==> src/rtl/ahb_mtx_out_arb.sv <==
// Output-stage arbiter for one bus-matrix output port: round-robin grant with hold
// across fixed-length bursts, undefined-length SEQ/BUSY runs and locked sequences.
module ahb_mtx_out_arb #(
    parameter int NUM_PORTS = 3,
    parameter int PORT_W    = 2
) (
    input  logic                   HCLK,
    input  logic                   HRESETn,
    input  logic                   HREADYM,
    input  logic [NUM_PORTS-1:0]   sel_req,
    input  logic [2*NUM_PORTS-1:0] trans_in,
    input  logic [3*NUM_PORTS-1:0] burst_in,
    input  logic [NUM_PORTS-1:0]   lock_in,
    output logic [PORT_W-1:0]      addr_in_port,
    output logic                   no_port,
    output logic [PORT_W-1:0]      data_in_port,
    output logic                   data_valid,
    output logic [NUM_PORTS-1:0]   active_arb
);

    localparam logic [1:0] HT_IDLE   = 2'b00;
    localparam logic [1:0] HT_BUSY   = 2'b01;
    localparam logic [1:0] HT_NONSEQ = 2'b10;
    localparam logic [1:0] HT_SEQ    = 2'b11;

    logic [PORT_W-1:0]    r_addr_port, r_data_port, r_last_grant;
    logic                 r_no_port, r_data_valid;
    logic [3:0]           r_beat_cnt;

    logic [NUM_PORTS-1:0] w_req;
    logic [1:0]           w_own_trans;
    logic [2:0]           w_own_burst;
    logic                 w_own_lock;
    logic                 w_found;
    logic [PORT_W-1:0]    w_winner;
    logic [3:0]           w_burst_len;
    logic [3:0]           w_cnt_nxt;
    logic                 w_fixed, w_hold;
    logic [PORT_W-1:0]    w_addr_nxt, w_last_nxt;
    logic                 w_no_port_nxt;
    logic [3:0]           w_beat_nxt;

    // Owner's controls and the per-port NONSEQ requests.
    always_comb begin
        w_own_trans = HT_IDLE;
        w_own_burst = 3'b000;
        w_own_lock  = 1'b0;
        w_req       = '0;
        for (int i = 0; i < NUM_PORTS; i++) begin
            w_req[i] = sel_req[i] & (trans_in[2*i +: 2] == HT_NONSEQ);
            if (r_addr_port == PORT_W'(i)) begin
                w_own_trans = trans_in[2*i +: 2];
                w_own_burst = burst_in[3*i +: 3];
                w_own_lock  = lock_in[i];
            end
        end
    end

    // Round-robin: position k after last_grant is port (last_grant + k) mod NUM_PORTS.
    always_comb begin
        w_found  = 1'b0;
        w_winner = r_addr_port;
        for (int k = 1; k <= NUM_PORTS; k++) begin
            for (int i = 0; i < NUM_PORTS; i++) begin
                if (!w_found && w_req[i] &&
                    (r_last_grant == PORT_W'((i + NUM_PORTS - k) % NUM_PORTS))) begin
                    w_found  = 1'b1;
                    w_winner = PORT_W'(i);
                end
            end
        end
    end

    // Beat counter holds the beats still to come after the current one, so a
    // fixed burst is released on the edge that accepts its last beat.
    always_comb begin
        case (w_own_burst)
            3'b010, 3'b011: w_burst_len = 4'd3;
            3'b100, 3'b101: w_burst_len = 4'd7;
            3'b110, 3'b111: w_burst_len = 4'd15;
            default:        w_burst_len = 4'd0;
        endcase
        case (w_own_trans)
            HT_NONSEQ: w_cnt_nxt = w_burst_len;
            HT_SEQ:    w_cnt_nxt = (r_beat_cnt == 4'd0) ? 4'd0 : r_beat_cnt - 4'd1;
            HT_BUSY:   w_cnt_nxt = r_beat_cnt;
            default:   w_cnt_nxt = 4'd0;
        endcase
        w_fixed = (w_own_trans == HT_NONSEQ) ? (w_burst_len != 4'd0) : (r_beat_cnt != 4'd0);
        // Undefined-length bursts hold while the owner keeps issuing SEQ/BUSY.
        w_hold  = ~r_no_port & (w_own_lock | (w_fixed ? (w_cnt_nxt != 4'd0) : w_own_trans[0]));
    end

    always_comb begin
        w_addr_nxt    = r_addr_port;
        w_last_nxt    = r_last_grant;
        w_no_port_nxt = r_no_port;
        w_beat_nxt    = r_beat_cnt;
        if (w_hold) begin
            w_beat_nxt = w_cnt_nxt;
        end else if (w_found) begin
            w_addr_nxt    = w_winner;
            w_last_nxt    = w_winner;
            w_no_port_nxt = 1'b0;
            w_beat_nxt    = 4'd0;
        end else begin
            w_no_port_nxt = 1'b1;
            w_beat_nxt    = 4'd0;
        end
    end

    always_ff @(posedge HCLK or negedge HRESETn) begin
        if (!HRESETn) begin
            r_addr_port  <= '0;
            r_no_port    <= 1'b1;
            r_data_port  <= '0;
            r_data_valid <= 1'b0;
            r_beat_cnt   <= 4'd0;
            r_last_grant <= PORT_W'(NUM_PORTS - 1);
        end else if (HREADYM) begin
            r_addr_port  <= w_addr_nxt;
            r_no_port    <= w_no_port_nxt;
            r_last_grant <= w_last_nxt;
            r_beat_cnt   <= w_beat_nxt;
            r_data_port  <= r_addr_port;
            r_data_valid <= ~r_no_port & w_own_trans[1];
        end
    end

    always_comb begin
        active_arb = '0;
        for (int i = 0; i < NUM_PORTS; i++)
            active_arb[i] = ~r_no_port & (r_addr_port == PORT_W'(i));
    end

    assign addr_in_port = r_addr_port;
    assign no_port      = r_no_port;
    assign data_in_port = r_data_port;
    assign data_valid   = r_data_valid;

endmodule

==> config.mk <==
export PLATFORM = sky130hd
export DESIGN_NAME = ahb_mtx_out_arb
export DESIGN_NICKNAME = d
export VERILOG_FILES = /design/src/rtl/ahb_mtx_out_arb.sv
export SDC_FILE = /design/constraint.sdc
export NUM_CORES = 1
export LEC_CHECK = 0
export CAP_MARGIN = 20
export CORE_MARGIN = 2
export CORE_UTILIZATION = 61
export CTS_CLUSTER_SIZE = 10
export DETAILED_ROUTE_END_ITERATION = 8
export DONT_BUFFER_PORTS = 1
export HOLD_SLACK_MARGIN = 0.02
export PLACE_DENSITY = 0.82
export SLEW_MARGIN = 5
export SYNTH_ARGS = -nofsm -noshare
export SYNTH_HDL_FRONTEND = slang
export SYNTH_SLANG_ARGS = --single-unit
==> constraint.sdc <==
create_clock -name HCLK -period 2.73 [get_ports HCLK]
set_input_delay 0.546 -clock HCLK [delete_from_list [all_inputs] [get_ports HCLK]]
set_output_delay 0.546 -clock HCLK [all_outputs]
set_load 0.02 [all_outputs]
## Word level (Yosys, flattened, before mapping)

Index checks and enable logic that the tools add are counted.

| word-level totals | value |
|---|---|
| flip-flop bits (word level) | 12 |
| word-level logic and storage cells | 104 |

| operators by class | value |
|---|---|
| add/subtract/negate cells | 1 |
| equality and inequality tests | 16 |
| mux-type cells | 34 |
| bitwise operators | 11 |
| reduce and logical (&&, ||, !) cells | 36 |

Operators by type and width:

| kind | number |
|---|---|
| two-way mux 2 bit | 12 |
| case mux 4 bit (3 select lines) | 2 |
| logical AND 1 bit | 17 |
| two-way mux 1 bit | 15 |
| == test 2 bit, second input constant | 7 |
| == test 3 bit, second input constant | 4 |
| nonzero test 4 bit | 3 |
| two-way mux 3 bit | 3 |
| AND 1 bit | 8 |
| zero test 1 bit | 8 |
| two-way mux 4 bit | 2 |
| == test 2 x 1 -> 1 bit, second input constant | 3 |
| == test 3 x 2 -> 1 bit, second input constant | 2 |
| OR reduction 2 bit | 3 |
| zero test 2 bit | 2 |
| zero test 4 bit | 1 |
| subtractor 4 x 1 -> 4 bit, second input constant | 1 |
| AND reduction 3 bit | 1 |
| inverter 1 bit | 2 |
| AND reduction 2 bit | 1 |
| bitwise OR 1 bit | 1 |

## Depth between registers and ports, before layout

| depth | value |
|---|---|
| depth after elaboration | 37 |
| mapped depth | 9 |
| gate-level depth less buffers | 9 |

## Worst setup path before layout

No wires, ideal clock.

| path | value |
|---|---|
| path kind | reg-to-reg |
| start point | register r_addr_port[1], in the netlist addr_in_port[1] |
| end point | register r_addr_port[0], in the netlist addr_in_port[0] |
| setup time | 0.126 ns |
| arrival | 2.074 ns |
| setup slack | 0.530 ns |
| stages on the path, launching flop included | 9 |
| cell sequence | dfrtp_1 > buf_4 > mux2i_1 > a2bb2oi_2 > and2_2 > o22ai_2 > nor4_4 > o21ai_2 > o32a_1 |

| on the way | value |
|---|---|
| cells in the longest elaborated chain, start to end | 14 |

Ends and longest elaborated chain:

| what | line | text |
|---|---|---|
| from (decl) | 26 | `logic [PORT_W-1:0] r_addr_port, r_data_port, r_last_grant;` |
| from (signal assigned) | 121 | `r_addr_port <= w_addr_nxt;` |
| zero test 2 bit | 51 | `if (r_addr_port == PORT_W'(i)) begin` |
| two-way mux 3 bit (3 in a row) | 51 |  |
| == test 3 bit or == test 3 x 2 -> 1 bit (tied branches) | 77 | `case (w_own_burst)` |
| OR reduction 2 bit | 77 |  |
| case mux 4 bit (3 select lines) | 77 |  |
| case mux 4 bit (3 select lines) or nonzero test 4 bit (tied branches) | 83, 89 |  |
| nonzero test 4 bit or two-way mux 1 bit (tied branches) | 91, 89 |  |
| two-way mux 1 bit | 91 | `w_hold = ~r_no_port & (w_own_lock \| (w_fixed ? (w_cnt_nxt != 4'd0) : w_own_trans[0]));` |
| bitwise OR 1 bit (*) | 91 |  |
| AND 1 bit (*) | 91 |  |
| inverter 1 bit (no source line) (*) | -- |  |
| AND reduction 3 bit (no source line) (*) | -- |  |

Mark *: on every way between the ends. The rest lies on a longest branch, timed or not.
A chain may end at the register's enable or synchronous reset.

## Final worst setup path

| path | value |
|---|---|
| start point | register r_beat_cnt[0] |
| end point | register r_addr_port[0], in the netlist addr_in_port[0] |

| on the way | value |
|---|---|
| cells in the longest elaborated chain, start to end | 9 |

Ends and longest elaborated chain:

| what | line | text |
|---|---|---|
| from (decl) | 28 | `logic [3:0] r_beat_cnt;` |
| from (signal assigned) | 124 | `r_beat_cnt <= w_beat_nxt;` |
| subtractor 4 x 1 -> 4 bit or zero test 4 bit (tied branches) | 85 | `HT_SEQ: w_cnt_nxt = (r_beat_cnt == 4'd0) ? 4'd0 : r_beat_cnt - 4'd1;` |
| two-way mux 4 bit | 85 |  |
| case mux 4 bit (3 select lines) | 83 | `case (w_own_trans)` |
| nonzero test 4 bit | 91 |  |
| two-way mux 1 bit (*) | 91 |  |
| bitwise OR 1 bit (*) | 91 |  |
| AND 1 bit (*) | 91 |  |
| inverter 1 bit (no source line) (*) | -- |  |
| AND reduction 3 bit (no source line) (*) | -- |  |

Marked as above.

==> flow_summary.rst <==
.. list-table::
   :header-rows: 1

   * - Metric
     - Value
   * - Drt pass-1 iters
     - 2
   * - Worst hold-check path type
     - input pin to asynchronous set/reset pin
   * - Number of antenna-violating nets in the routed design
     - 0
   * - Post-layout min period
     - 2.48 ns
   * - Number of pins with negative max-slew slack in the final report
     - 0
   * - Worst reg2reg path startpoint
     - r_beat_cnt[0]
   * - Sum of met3 wire segment lengths after detailed routing
     - 137 µm
   * - Cell Area, Synth
     - 971 µm²
   * - Wire length the detailed router placed on met1
     - 955 µm
   * - Flop pwr share
     - 29.0%
   * - Number of max-cap violations
     - 0
   * - Run status
     - finished clean
   * - Part of the total power dissipated in combinational logic
     - 63.1%
   * - Top fanout value on the critical path
     - 5
   * - Critical path data required time
     - 2.89 ns
   * - Port Buffers
     - 0
   * - Overall routing resource usage
     - 24.3%
   * - P_leak
     - 0.000410 µW
   * - Number of warnings issued by yosys
     - 0
   * - Fin nets
     - 130
   * - Worst slack after detailed placement
     - 0.260 ns
   * - Via count of the first global-routing pass
     - 785
   * - Number of instances in the synthesized netlist
     - 102
   * - Met2 Wirelength
     - 935 µm
   * - Die area
     - 1930 µm²
   * - Initial core utilization
     - 64.5%
   * - H-tree levels
     - 1
   * - Largest net degree at the start of global routing
     - 16
   * - Internal
     - 703 µW
   * - Max Buffers Root-to-Sink
     - 2
   * - Share of the clock period used by the worst path after layout
     - 90.9%
   * - Skew final
     - 0.00531 ns
   * - TritonCTS clock tree
     - built
   * - Total clock buffers created by CTS
     - 3
   * - Finish-stage setup viols
     - 0
   * - Layout-stage area growth over the synthesis result
     - 2.32%
   * - Global route total overflow
     - 0
   * - Total via count in the routed design
     - 798
   * - Die extent in x
     - 43.9 µm
   * - # IOs
     - 33
   * - Placer's final routability congestion estimate
     - 0.925
   * - Timing-limited maximum frequency
     - 0.403 GHz
   * - Worst voltage drop across the vdd grid
     - 1000 µV
   * - Diodes inserted
     - 0
   * - Synthesized area per cell
     - 9.52 µm²
   * - Antenna violations before repair
     - 0
   * - # Post-CTS Setup Buffers
     - 0
   * - Total number of clock tree sinks
     - 11
   * - Vias/cell
     - 6.65
   * - EDFF count, synth
     - 0
   * - First-pass GRT wire length
     - 3510 µm
   * - Minimum setup slack in the final design
     - 0.247 ns
   * - Worst path arrival time
     - 2.64 ns
   * - Reg2Reg Setup Slack
     - 0.25 ns
   * - Synthesized netlist net count
     - 127
   * - Startpoint Class
     - flip-flop
   * - Share of synthesized area occupied by flip-flops and latches
     - 28.6%
   * - Site row count
     - 14
   * - Proportion of total power due to net switching
     - 49.9%
   * - Headroom to the max-slew limit
     - 54.4%
   * - Height of the die
     - 43.9 µm
   * - Final WL
     - 2050 µm
   * - Number of synthesized register bits
     - 11
   * - Switching Power
     - 701 µW
   * - Uppermost layer routed
     - met4
   * - Crit Reg-Reg Endpoint
     - addr_in_port[0]
   * - # fillers
     - 130
   * - Unrepaired setup endpoints after global routing
     - false
   * - Clock insertion delay at the later pin of the skew report
     - 0.27 ns
   * - DRC violations left
     - 0
   * - P per Cell Area
     - 1410 nW/µm²
   * - Clock slew at the register clock pins of the worst setup and hold paths
     - 0.07 ns
   * - R2R cell count
     - 9
   * - Fraction of final layout cells with drive strength greater than 1
     - 26.0%
   * - Share of synthesized registers carrying an async set or reset
     - 100%
   * - Wire length per cell after detailed routing
     - 17.1 µm
   * - Ys flop type
     - sky130_fd_sc_hd__dfrtp_1
   * - Portion of total power attributed to the clock network
     - 7.9%
   * - Buffer type at the clock tree root
     - sky130_fd_sc_hd__clkbuf_4
   * - Transition at the pin with the smallest max-transition slack
     - 0.679 ns
   * - Hold violation total from the final report
     - 0
   * - Final TNS setup
     - 0 ns
   * - Endpoint class of the critical path
     - flip-flop
   * - Number of DRC markers after the initial detailed-route iteration
     - 13
   * - Core Footprint
     - 1510 µm²
   * - Type of the worst setup path
     - flip-flop to flip-flop
   * - Netlist cell types
     - 48
   * - HPWL Detailed
     - 1620 µm
==> state kept, by name, indices dropped and copies added, names as in the netlist <==
register / flops
addr_in_port: 2
r_last_grant: 1
data_in_port: 2
r_beat_cnt: 4
data_valid: 1
no_port: 1
==> critical path, stage by stage, from the launching register on <==
cell and delay, ns:
sky130_fd_sc_hd__dfrtp_1 0.40, sky130_fd_sc_hd__inv_1 0.08, sky130_fd_sc_hd__ha_1 0.23, sky130_fd_sc_hd__nor3b_1 0.48
sky130_fd_sc_hd__o21ai_0 0.18, sky130_fd_sc_hd__a21oi_1 0.17, sky130_fd_sc_hd__a31oi_1 0.06, sky130_fd_sc_hd__o21bai_1 0.28
sky130_fd_sc_hd__o21ai_2 0.13, sky130_fd_sc_hd__o32a_1 0.35
==> logic make-up (layout without fill, tap and decap cells) <==
group | after synthesis | after routing | share of synthesized area (%)
compound gates | 35 | 35 | 28.6
simple gates | 35 | 35 | 24.2
flops | 11 | 11 | 28.6
buf+inv | 11 | 13 | 7.47
mux | 9 | 9 | 9.79
fa+ha+maj | 1 | 1 | 1.29
==> per-stage QoR <==
stage / hold WS, ns / cell area [µm²] / util, % / power [µW] / std cells
6_report: 0.109 / 993 / 65.9 / 1400 / 120
4_1_cts: 0.107 / 992 / 65.9 / 1400 / 120
2_1_floorplan: 0.250 / 971 / - / 1170 / 102
3_3_place_gp: 0.251 / 956 / 63.5 / 1260 / 115
5_1_grt: 0.0974 / 993 / 65.9 / 1520 / 120
3_5_place_dp: 0.251 / 956 / 63.5 / 1290 / 115
==> power by group through the flow <==
stage               combinational [µW]  clock, µW  sequential, µW
global route                       971        121             425
CTS                                884        113             405
floorplan                          812          0             363
detailed placement                 877          0             409
finish                             886        111             407
global placement                   858          0             403
==> per-layer routing <==
| metal | vias to the layer above | GRT usage, % |
|---|---|---|
| met1 | 380 | 32.8 |
| met3 | 4 | 5.00 |
| met4 | 0 | 9.70 |
| met2 | 22 | 37.9 |
| met5 | - | 0 |
| li1 | 392 | - |
==> worst max-delay path by stage <==
stage	startpoint	slack, ns	to	depth (start not counted)
4_1_cts	addr_in_port[1]	0.24	addr_in_port[0]	6
6_report	r_beat_cnt[0]	0.25	addr_in_port[0]	9
3_3_place_gp	addr_in_port[1]	0.28	addr_in_port[0]	7
2_1_floorplan	addr_in_port[1]	0.53	addr_in_port[0]	8
3_5_place_dp	addr_in_port[1]	0.26	addr_in_port[0]	6
5_1_grt	r_beat_cnt[0]	0.10	addr_in_port[0]	9
==> layout by cell type, fill, tap and decap left out, drive strengths merged, types with 2 or more instances in the layout <==
cell and count:
buf 2, o2bb2ai 2, dfstp 2, nor2b 2, o22ai 4, o21ai 6
a2bb2oi 2, dfrtp 9, nor3 2, or2b 2, inv 6, nand2 4
clkbuf 4, o21a 4, nor3b 2, o211a 2, o21bai 2, o211ai 2
and3b 2, nand3b 3, mux2i 5, nand3 2, nor2 8, a21oi 5
mux2 4
==> synthesized netlist by cell type, types with 2 or more instances <==
cell,n,share of area [%]
sky130_fd_sc_hd__nor2_1,8,3.1
sky130_fd_sc_hd__nand2_1,4,1.5
sky130_fd_sc_hd__buf_4,3,2.3
sky130_fd_sc_hd__o21a_1,3,2.3
sky130_fd_sc_hd__a21oi_1,4,2.1
sky130_fd_sc_hd__o21ai_0,4,2.1
sky130_fd_sc_hd__dfstp_2,2,5.4
sky130_fd_sc_hd__nor2b_1,2,1.3
sky130_fd_sc_hd__clkbuf_8,2,2.8
sky130_fd_sc_hd__nor3_1,2,1.0
sky130_fd_sc_hd__o21ai_2,2,1.8
sky130_fd_sc_hd__nand3b_1,2,1.5
sky130_fd_sc_hd__inv_1,6,2.3
sky130_fd_sc_hd__nor3b_1,2,1.5
sky130_fd_sc_hd__nand3_1,2,1.0
sky130_fd_sc_hd__mux2i_1,5,5.2
sky130_fd_sc_hd__o2bb2ai_1,2,1.8
sky130_fd_sc_hd__o211a_1,2,2.1
sky130_fd_sc_hd__mux2_2,4,4.6
sky130_fd_sc_hd__o21bai_1,2,1.5
sky130_fd_sc_hd__o22ai_1,3,1.9
sky130_fd_sc_hd__and3b_2,2,2.1
sky130_fd_sc_hd__dfrtp_1,9,23
==> cell type report <==
class | instances | area (µm²) | share of cell area [%]
clock buffers | 4 | 26.3 | 2.64
inverters | 6 | 22.5 | 2.27
multi-input cells | 80 | 621 | 62.5
flip-flops and latches | 11 | 279 | 28.1
well taps | 16 | 20.0 | 2.02
repair buffers | 3 | 25.0 | 2.52
==> repair_timing <==
action / 4_1_cts / 5_1_grt
hold endpoints to repair: 9 / 0
hold buffers: 1 / 0
endpoints found under the setup margin: 0 / 1
resized for setup: 0 / 1
No activity file was read; power rests on OpenSTA's default activity.
